===== config.mk =====
export PLATFORM = sky130hd
export DESIGN_NAME = seq_div16by8
export DESIGN_NICKNAME = d
export VERILOG_FILES = /design/src/rtl/seq_div16by8.sv
export SDC_FILE = /design/constraint.sdc
export NUM_CORES = 1
export LEC_CHECK = 0
export ABC_AREA = 1
export CORE_ASPECT_RATIO = 1.2
export CORE_MARGIN = 8
export CORE_UTILIZATION = 30
export DETAILED_ROUTE_END_ITERATION = 8
export PLACE_DENSITY = 0.47
export SKIP_LAST_GASP = 1
export SLEW_MARGIN = 20
export SYNTH_ARGS = -nofsm -noshare
export SYNTH_HDL_FRONTEND = slang
export SYNTH_SLANG_ARGS = --single-unit
export TNS_END_PERCENT = 10

===== constraint.sdc =====
create_clock -name clk -period 3 [get_ports clk]
set_input_delay 0.6 -clock clk [delete_from_list [all_inputs] [get_ports clk]]
set_output_delay 0.6 -clock clk [all_outputs]
set_load 0.03 [all_outputs]

===== src/rtl/seq_div16by8.sv =====
// Sequential signed 2N/N divider: restoring division on magnitudes, one quotient
// bit per clock, start/done handshake, with overflow and divide-by-zero flags.
module seq_div16by8 #(
    parameter int N = 8
) (
    input  logic             clk,
    input  logic             reset,
    input  logic             start,
    input  logic [2*N-1:0]   dividend,
    input  logic [N-1:0]     divisor,
    output logic             busy,
    output logic             done,
    output logic [N-1:0]     quotient,
    output logic [N-1:0]     remainder,
    output logic             ovf,
    output logic             dz
);

    localparam int W  = 2 * N;
    localparam int CW = $clog2(W + 1);
    localparam logic [W-1:0] QPOS_MAX = W'((1 << (N - 1)) - 1);
    localparam logic [W-1:0] QNEG_MAG = W'(1 << (N - 1));

    typedef enum logic [1:0] {IDLE, CALC, FIX} state_t;

    state_t        state;
    logic          sign_q;
    logic          sign_r;
    logic          dz_pend;
    logic [N:0]    prem;
    logic [W-1:0]  qreg;
    logic [N-1:0]  dmag;
    logic [CW-1:0] count;

    logic [N:0]    shifted;
    logic [N+1:0]  trial;
    logic          q_ovf;

    // qreg starts as |dividend| and fills with quotient bits from the right.
    always_comb begin
        // NOTE: every always_comb output gets a default first so no latch is inferred.
        shifted = {prem[N-1:0], qreg[W-1]};
        trial   = {1'b0, shifted} - {2'b00, dmag};
        q_ovf   = sign_q ? (qreg > QNEG_MAG) : (qreg > QPOS_MAX);
    end

    // NOTE: sequential state uses non-blocking assignments only.
    always_ff @(posedge clk or posedge reset) begin
        if (reset) begin
            state     <= IDLE;
            sign_q    <= 1'b0;
            sign_r    <= 1'b0;
            dz_pend   <= 1'b0;
            prem      <= '0;
            qreg      <= '0;
            dmag      <= '0;
            count     <= '0;
            busy      <= 1'b0;
            done      <= 1'b0;
            quotient  <= '0;
            remainder <= '0;
            ovf       <= 1'b0;
            dz        <= 1'b0;
        end else begin
            done <= 1'b0;
            case (state)
                IDLE: begin
                    if (start) begin
                        sign_q  <= dividend[W-1] ^ divisor[N-1];
                        sign_r  <= dividend[W-1];
                        qreg    <= dividend[W-1] ? -dividend : dividend;
                        dmag    <= divisor[N-1] ? -divisor : divisor;
                        prem    <= '0;
                        count   <= '0;
                        busy    <= 1'b1;
                        ovf     <= 1'b0;
                        dz      <= 1'b0;
                        dz_pend <= (divisor == '0);
                        state   <= (divisor == '0) ? FIX : CALC;
                    end
                end
                CALC: begin
                    // A set top bit of trial is a borrow: restore the shifted remainder.
                    prem  <= trial[N+1] ? shifted : trial[N:0];
                    qreg  <= {qreg[W-2:0], ~trial[N+1]};
                    count <= count + CW'(1);
                    if (count == CW'(W - 1))
                        state <= FIX;
                end
                FIX: begin
                    done  <= 1'b1;
                    busy  <= 1'b0;
                    state <= IDLE;
                    if (dz_pend) begin
                        quotient  <= '0;
                        remainder <= '0;
                        ovf       <= 1'b0;
                        dz        <= 1'b1;
                    end else if (q_ovf) begin
                        quotient  <= '0;
                        remainder <= '0;
                        ovf       <= 1'b1;
                        dz        <= 1'b0;
                    end else begin
                        quotient  <= sign_q ? -qreg[N-1:0] : qreg[N-1:0];
                        remainder <= sign_r ? -prem[N-1:0] : prem[N-1:0];
                        ovf       <= 1'b0;
                        dz        <= 1'b0;
                    end
                end
                default: state <= IDLE;
            endcase
        end
    end

endmodule

==> out/metrics.csv, run 1 <==
metric;value;unit
start_util;0.302;
vias;3486;
p_comb_frac;0.508;
ys_warn_count;0;
syn_area;3950;µm²
dieWidth;121;µm
status;finished, final reports clean;
cell_internal_pwr;2.61;mW
cts_buffers;9;
ys_types;40;
switchingPower;2.08;mW
ios;47;
dpl.hpwl;7.70;mm
grt_usage;0.124;
relSlewSlack;0.612;
cts_resized;0;
fillCellCount;1417;
place_congestion;0.788;
p_per_area;965;nW/µm²
crit_cells;1;
drtIter0Drc;92;
fin_crit_sh;0.666;
final_cells;760;
cts_tree;done;
synth-seq-cells;62;
min_period;2.00;ns
start_kind;register;
skew;0.00421;ns
yosysTopAreaCellShare;0.393;
critPathCaptureType;output port;
syn_inst;539;
crit_chain;clkdlybuf4s50_1;
root_buffer;clkbuf_16;
antenna_found_initial;0;
area_delta_synth_final;23.3;%
arrival;1.40;ns
synth_top_area_cell;dfrtp_1;
placedCellCount;744;
wl_per_cell;13.2;µm
diodes;0;
syn_area_per_cell;7.32;µm²
die-height;142;µm
hold_buffers;0;
p_leak;2.43;nW
slowest_stage;clkdlybuf4s50_1;
worstPathRequired;2.40;ns
hp-class;reg -> reg;
worstReg2RegStart;prem[5];
cts.clk_slew.worst_paths;0.05;ns
multi_input_area;2030;µm²
drv_cap;0;
tns;0;ns
clockPowerShare;0.206;
cts_buffer_depth;2;
worstMarginPinSlew;0.581;ns
async_flop_share;1.00;
fmax;501;MHz
hold_violations;0;
grt_pass1_vias;3580;
worst-path-buf-inv;1;
finalNetCount;629;
grt_max_degree;39;
slowest_delay;0.69;ns
hold_depth;2;
h-tree-depth;3;
synth_top_flop_cell;dfrtp_1;
clock_sinks;62;
portBuffers;46;
ys_seq_area_frac;0.393;
synthTopCellsByArea;dfrtp_1 39%, nand2_1 16%, inv_1 6.8%, nand3_1 5.7%, o21ai_0 4.9%;
rows;46;
routed_wl;10.0;mm
rsz0062_at_grt;false;
clock_latency;0.32;ns
postRouteAntennaNets;0;
rr_worst_depth;8;
maxSlewViolCount;0;
cts_setup_buffers;0;
grt_first_pass_wirelength;17.1;mm
drt-vias-per-instance;4.59;
dieArea;17100;µm²
min_from;remainder[5];
core;13100;µm²
layout.area.seq;1550;µm²
dr.pass1.iters;4;
grt-ovfl-total;0;
cp_max_fo;2;
syn-num-nets;581;
finalSetupViolations;0;
power.share.switching;0.444;
ir_worst_vdd;0.000284;V
p_seq_frac;0.286;
synth-edff-count;0;
crit_family;buffers and inverters;
critPathKind;reg -> out;
drcViolationCount;0;
drive_above_1_share;0.0693;
setup.worst_path.start;dz;
-- stage by stage --
stage	hold WS, ns	area [µm²]	util	power, mW	worst slack [ns]
CTS	0.481	4870	0.373	4.76	0.987
global route	0.506	4870	0.373	5.15	0.838
detailed placement	0.466	4590	0.351	3.76	0.742
finish	0.478	4870	0.373	4.70	1.00
global placement	0.463	4590	0.351	3.75	0.787
floorplan	0.449	3950	-	3.17	0.859
-- layout by cell type (no fill, tap or decap), drive strengths merged, types with 2 or more instances in the layout --
master	n
nor3	2
clkinv	3
clkbuf	13
nand3	51
nand3b	8
xnor2	2
nand4	7
ha	14
clkdlybuf4s50	46
o21ai	41
or2	5
a31oi	2
dfrtp	62
nor2	33
o22ai	4
xor2	19
inv	75
nand2	173
a21oi	19
buf	5
-- per-layer routing --
layer  global-route usage  vias up  part of all wire  wire [µm]
met5                    0        -                 0          0
met4               0.0435        0             0.011        110
met3               0.0231        9             0.028        282
met2                0.217       46              0.51       5070
met1                0.149     1603              0.45       4560
li1                     -     1828                 -          -
-- area by class of cell --
class / instances / area share
Clock inverter: 3 / 0.00386
Timing Repair Buffer: 51 / 0.105
Sequential cell: 62 / 0.319
Clock buffer: 13 / 0.0535
Multi-Input combinational cell: 388 / 0.418
Inverter: 75 / 0.0578
Tap cell: 168 / 0.0432
-- Yosys cell counts, types with 4 or more instances --
| cell | number |
|---|---|
| dfrtp_1 | 62 |
| ha_1 | 14 |
| a21oi_1 | 18 |
| clkbuf_1 | 4 |
| nand2_1 | 170 |
| xor2_1 | 19 |
| buf_2 | 6 |
| inv_1 | 72 |
| nand4_1 | 7 |
| nor2_1 | 29 |
| o22ai_1 | 4 |
| nand3b_1 | 8 |
| nand3_2 | 5 |
| nand3_1 | 45 |
| o21ai_0 | 39 |
-- sequential cells by signal, summed over array words and instances (netlist names), 2 cells and up --
name / count
count: 5
dmag: 8
prem: 8
qreg: 16
quotient: 8
remainder: 8
state: 2
-- tightest hold or removal path, cell delays in order, from the launching register on --
cell     delay [ns]
dfrtp_1        0.34
nand2_1        0.05
nand2_1        0.05
-- path summary, 6_finish.rpt --
path	slack, ns	endpoint
min	0.48	remainder[5]
min in group asynchronous	0.66	remainder[4]
max in group asynchronous	1.74	dmag[7]
max reg2reg	1.15	qreg[0]
max	1.00	dz
min reg2reg	0.48	remainder[5]
-- power by group through the flow --
| stage | Clock (mW) | Combinational [mW] | Sequential, mW |
|---|---|---|---|
| floorplan | 0 | 1.82 | 1.36 |
| global placement | 0 | 2.39 | 1.36 |
| detailed placement | 0 | 2.41 | 1.36 |
| CTS | 0.994 | 2.42 | 1.34 |
| global route | 1.03 | 2.74 | 1.38 |
| finish | 0.966 | 2.39 | 1.34 |
-- logic make-up (layout without fill, tap and decap cells) --
| family | after synthesis | count (layout) | share of synthesized area |
|---|---|---|---|
| buffers and inverters | 89 | 142 | 0.0913 |
| adders and majority gates | 15 | 15 | 0.0495 |
| AOI/OAI and AO/OA | 71 | 71 | 0.0973 |
| xor gates and xnor gates | 21 | 21 | 0.0466 |
| and+or+nand+nor | 281 | 281 | 0.322 |
| DFF | 62 | 62 | 0.393 |
No activity file was read; power rests on OpenSTA's default activity.
==> run 2: changes to the inputs <==
- PLACE_DENSITY: 0.47 -> 0.49
- clock period: 3 -> 1.7 ns (I/O delays scaled with it)
==> run 2 against run 1 <==
  * The run now ends with setup timing left
  * Routed wire length increased by 4.8%
  * Sequential cell count stayed put
  * Die area unchanged
  * Cell area up 12%
  * Critical endpoint is now ovf
==> out/metrics.csv, run 2 (synthesized netlist as in run 1, its figures left out) <==
metric;value;unit
status;complete, but fails checks;
violations;setup timing;
grt-ovfl-total;0;
rows;46;
worstPathRequired;1.36;ns
ios;47;
h-tree-depth;3;
cts_buffers;9;
ir_worst_vdd;0.000537;V
power.total;9.56;mW
place_congestion;0.870;
clock_sinks;62;
reg2reg_to;qreg[0];
cts_buffer_depth;2;
largest_register_ffs;16;
maxSlewViolCount;0;
hold_violations;0;
portBuffers;46;
wl_per_cell;12.9;µm
cp_max_fo;2;
crit_family;buffers and inverters;
rsz0062_at_grt;true;
dieArea;17100;µm²
diodes;0;
dr.pass1.iters;6;
grt_pass1_vias;3685;
critical_path.endpoint;ovf;
power.share.switching;0.419;
grt_usage;0.127;
min_period;1.72;ns
switchingPower;4.00;mW
finish.utilization;0.418;
grt_max_degree;63;
drcViolationCount;0;
start_kind;register;
p_leak;2.72;nW
root_buffer;clkbuf_16;
worstMarginPinSlew;0.462;ns
fmax;582;MHz
tns;-0.0376;ns
dpl.hpwl;7.88;mm
worstReg2RegStart;prem[5];
skew;0.00672;ns
critPathCaptureType;output port;
place_ws;-0.240;ns
finalNetCount;683;
fin_ws;-0.0177;ns
p_comb_frac;0.545;
arrival;1.38;ns
slowest_stage;clkdlybuf4s50_1;
top_register;qreg;
hp-class;in -> async;
drtIter0Drc;133;
critPathKind;reg -> out;
drt-vias-per-instance;4.59;
rr_worst_depth;8;
final_common_cell;nand2_1;
area_delta_synth_final;38.4;%
grt_first_pass_wirelength;17.7;mm
die-height;142;µm
fin_crit_sh;1.01;
core;13100;µm²
postRouteAntennaNets;0;
vias;3733;
dieWidth;121;µm
setup.worst_path.start;ovf;
p_per_area;1750;nW/µm²
mostFrequentLayoutCells;169 x nand2_1, 68 x inv_1, 62 x dfrtp_1, 53 x buf_4;
antenna_found_initial;0;
p_seq_frac;0.247;
finalSetupViolations;4;
start_util;0.302;
crit_cells;1;
cts_tree;done;
r2r_slack;0;ns
routed_wl;10.5;mm
slowest_delay;0.69;ns
clockPowerShare;0.208;
cts.clk_slew.worst_paths;0.05;ns
clock_latency;0.33;ns
drive_above_1_share;0.173;
cell_internal_pwr;5.56;mW
relSlewSlack;0.691;
drv_cap;0;
worst-path-buf-inv;1;
crit_chain;clkdlybuf4s50_1;
==> run 2: per-layer routing <==
| layer | track usage | vias up | wire length, µm |
|---|---|---|---|
| met5 | 0 | - | 0 |
| met2 | 0.219 | 52 | 5270 |
| met3 | 0.0199 | 10 | 286 |
| met1 | 0.156 | 1730 | 4820 |
| li1 | - | 1941 | - |
| met4 | 0.0474 | 0 | 135 |
==> run 2: worst min path at each step <==
stage,slack [ns],cells past startpoint,endpoint
finish,0.45,3,quotient[3]
floorplan,0.45,1,sign_q
global placement,0.46,2,qreg[6]
CTS,0.46,3,quotient[5]
detailed placement,0.47,2,qreg[13]
global route,0.49,3,quotient[4]
==> run 2: timing repair <==
action / 4_1_cts / 5_1_grt
setup buffers: 1 / 6
setup endpoints to repair: 25 / 45
pin swaps: 3 / 12
gates cloned: 1 / 2
resized for setup: 8 / 15
hold buffers: 0 / 0
==> run 2: power by group through the flow <==
stage | Combinational [mW] | Sequential [mW] | Clock, mW
floorplan | 3.21 | 2.39 | 0
global placement | 4.72 | 2.35 | 0
detailed placement | 4.80 | 2.35 | 0
CTS | 5.04 | 2.35 | 2.02
global route | 5.90 | 2.42 | 2.07
finish | 5.21 | 2.36 | 1.99
==> run 2: final cells by class <==
cell class                 count  area, µm²
clock buffer                  10        239
clock inverter                 6       85.1
fill                        1358       7600
inverter                      75        290
multi-input combinational    390       2160
sequential                    62       1550
tap                          168        210
timing repair buffer         102        917
timing repair inverter         1       5.00
==> run 2: metrics by stage <==
step	area [µm²]	std cells	hold slack, ns
after floorplan	3950	539	0.448
after CTS	5350	806	0.461
after detailed placement	4950	788	0.466
after global placement	4950	788	0.464
final	5460	814	0.450
after global routing	5460	814	0.492
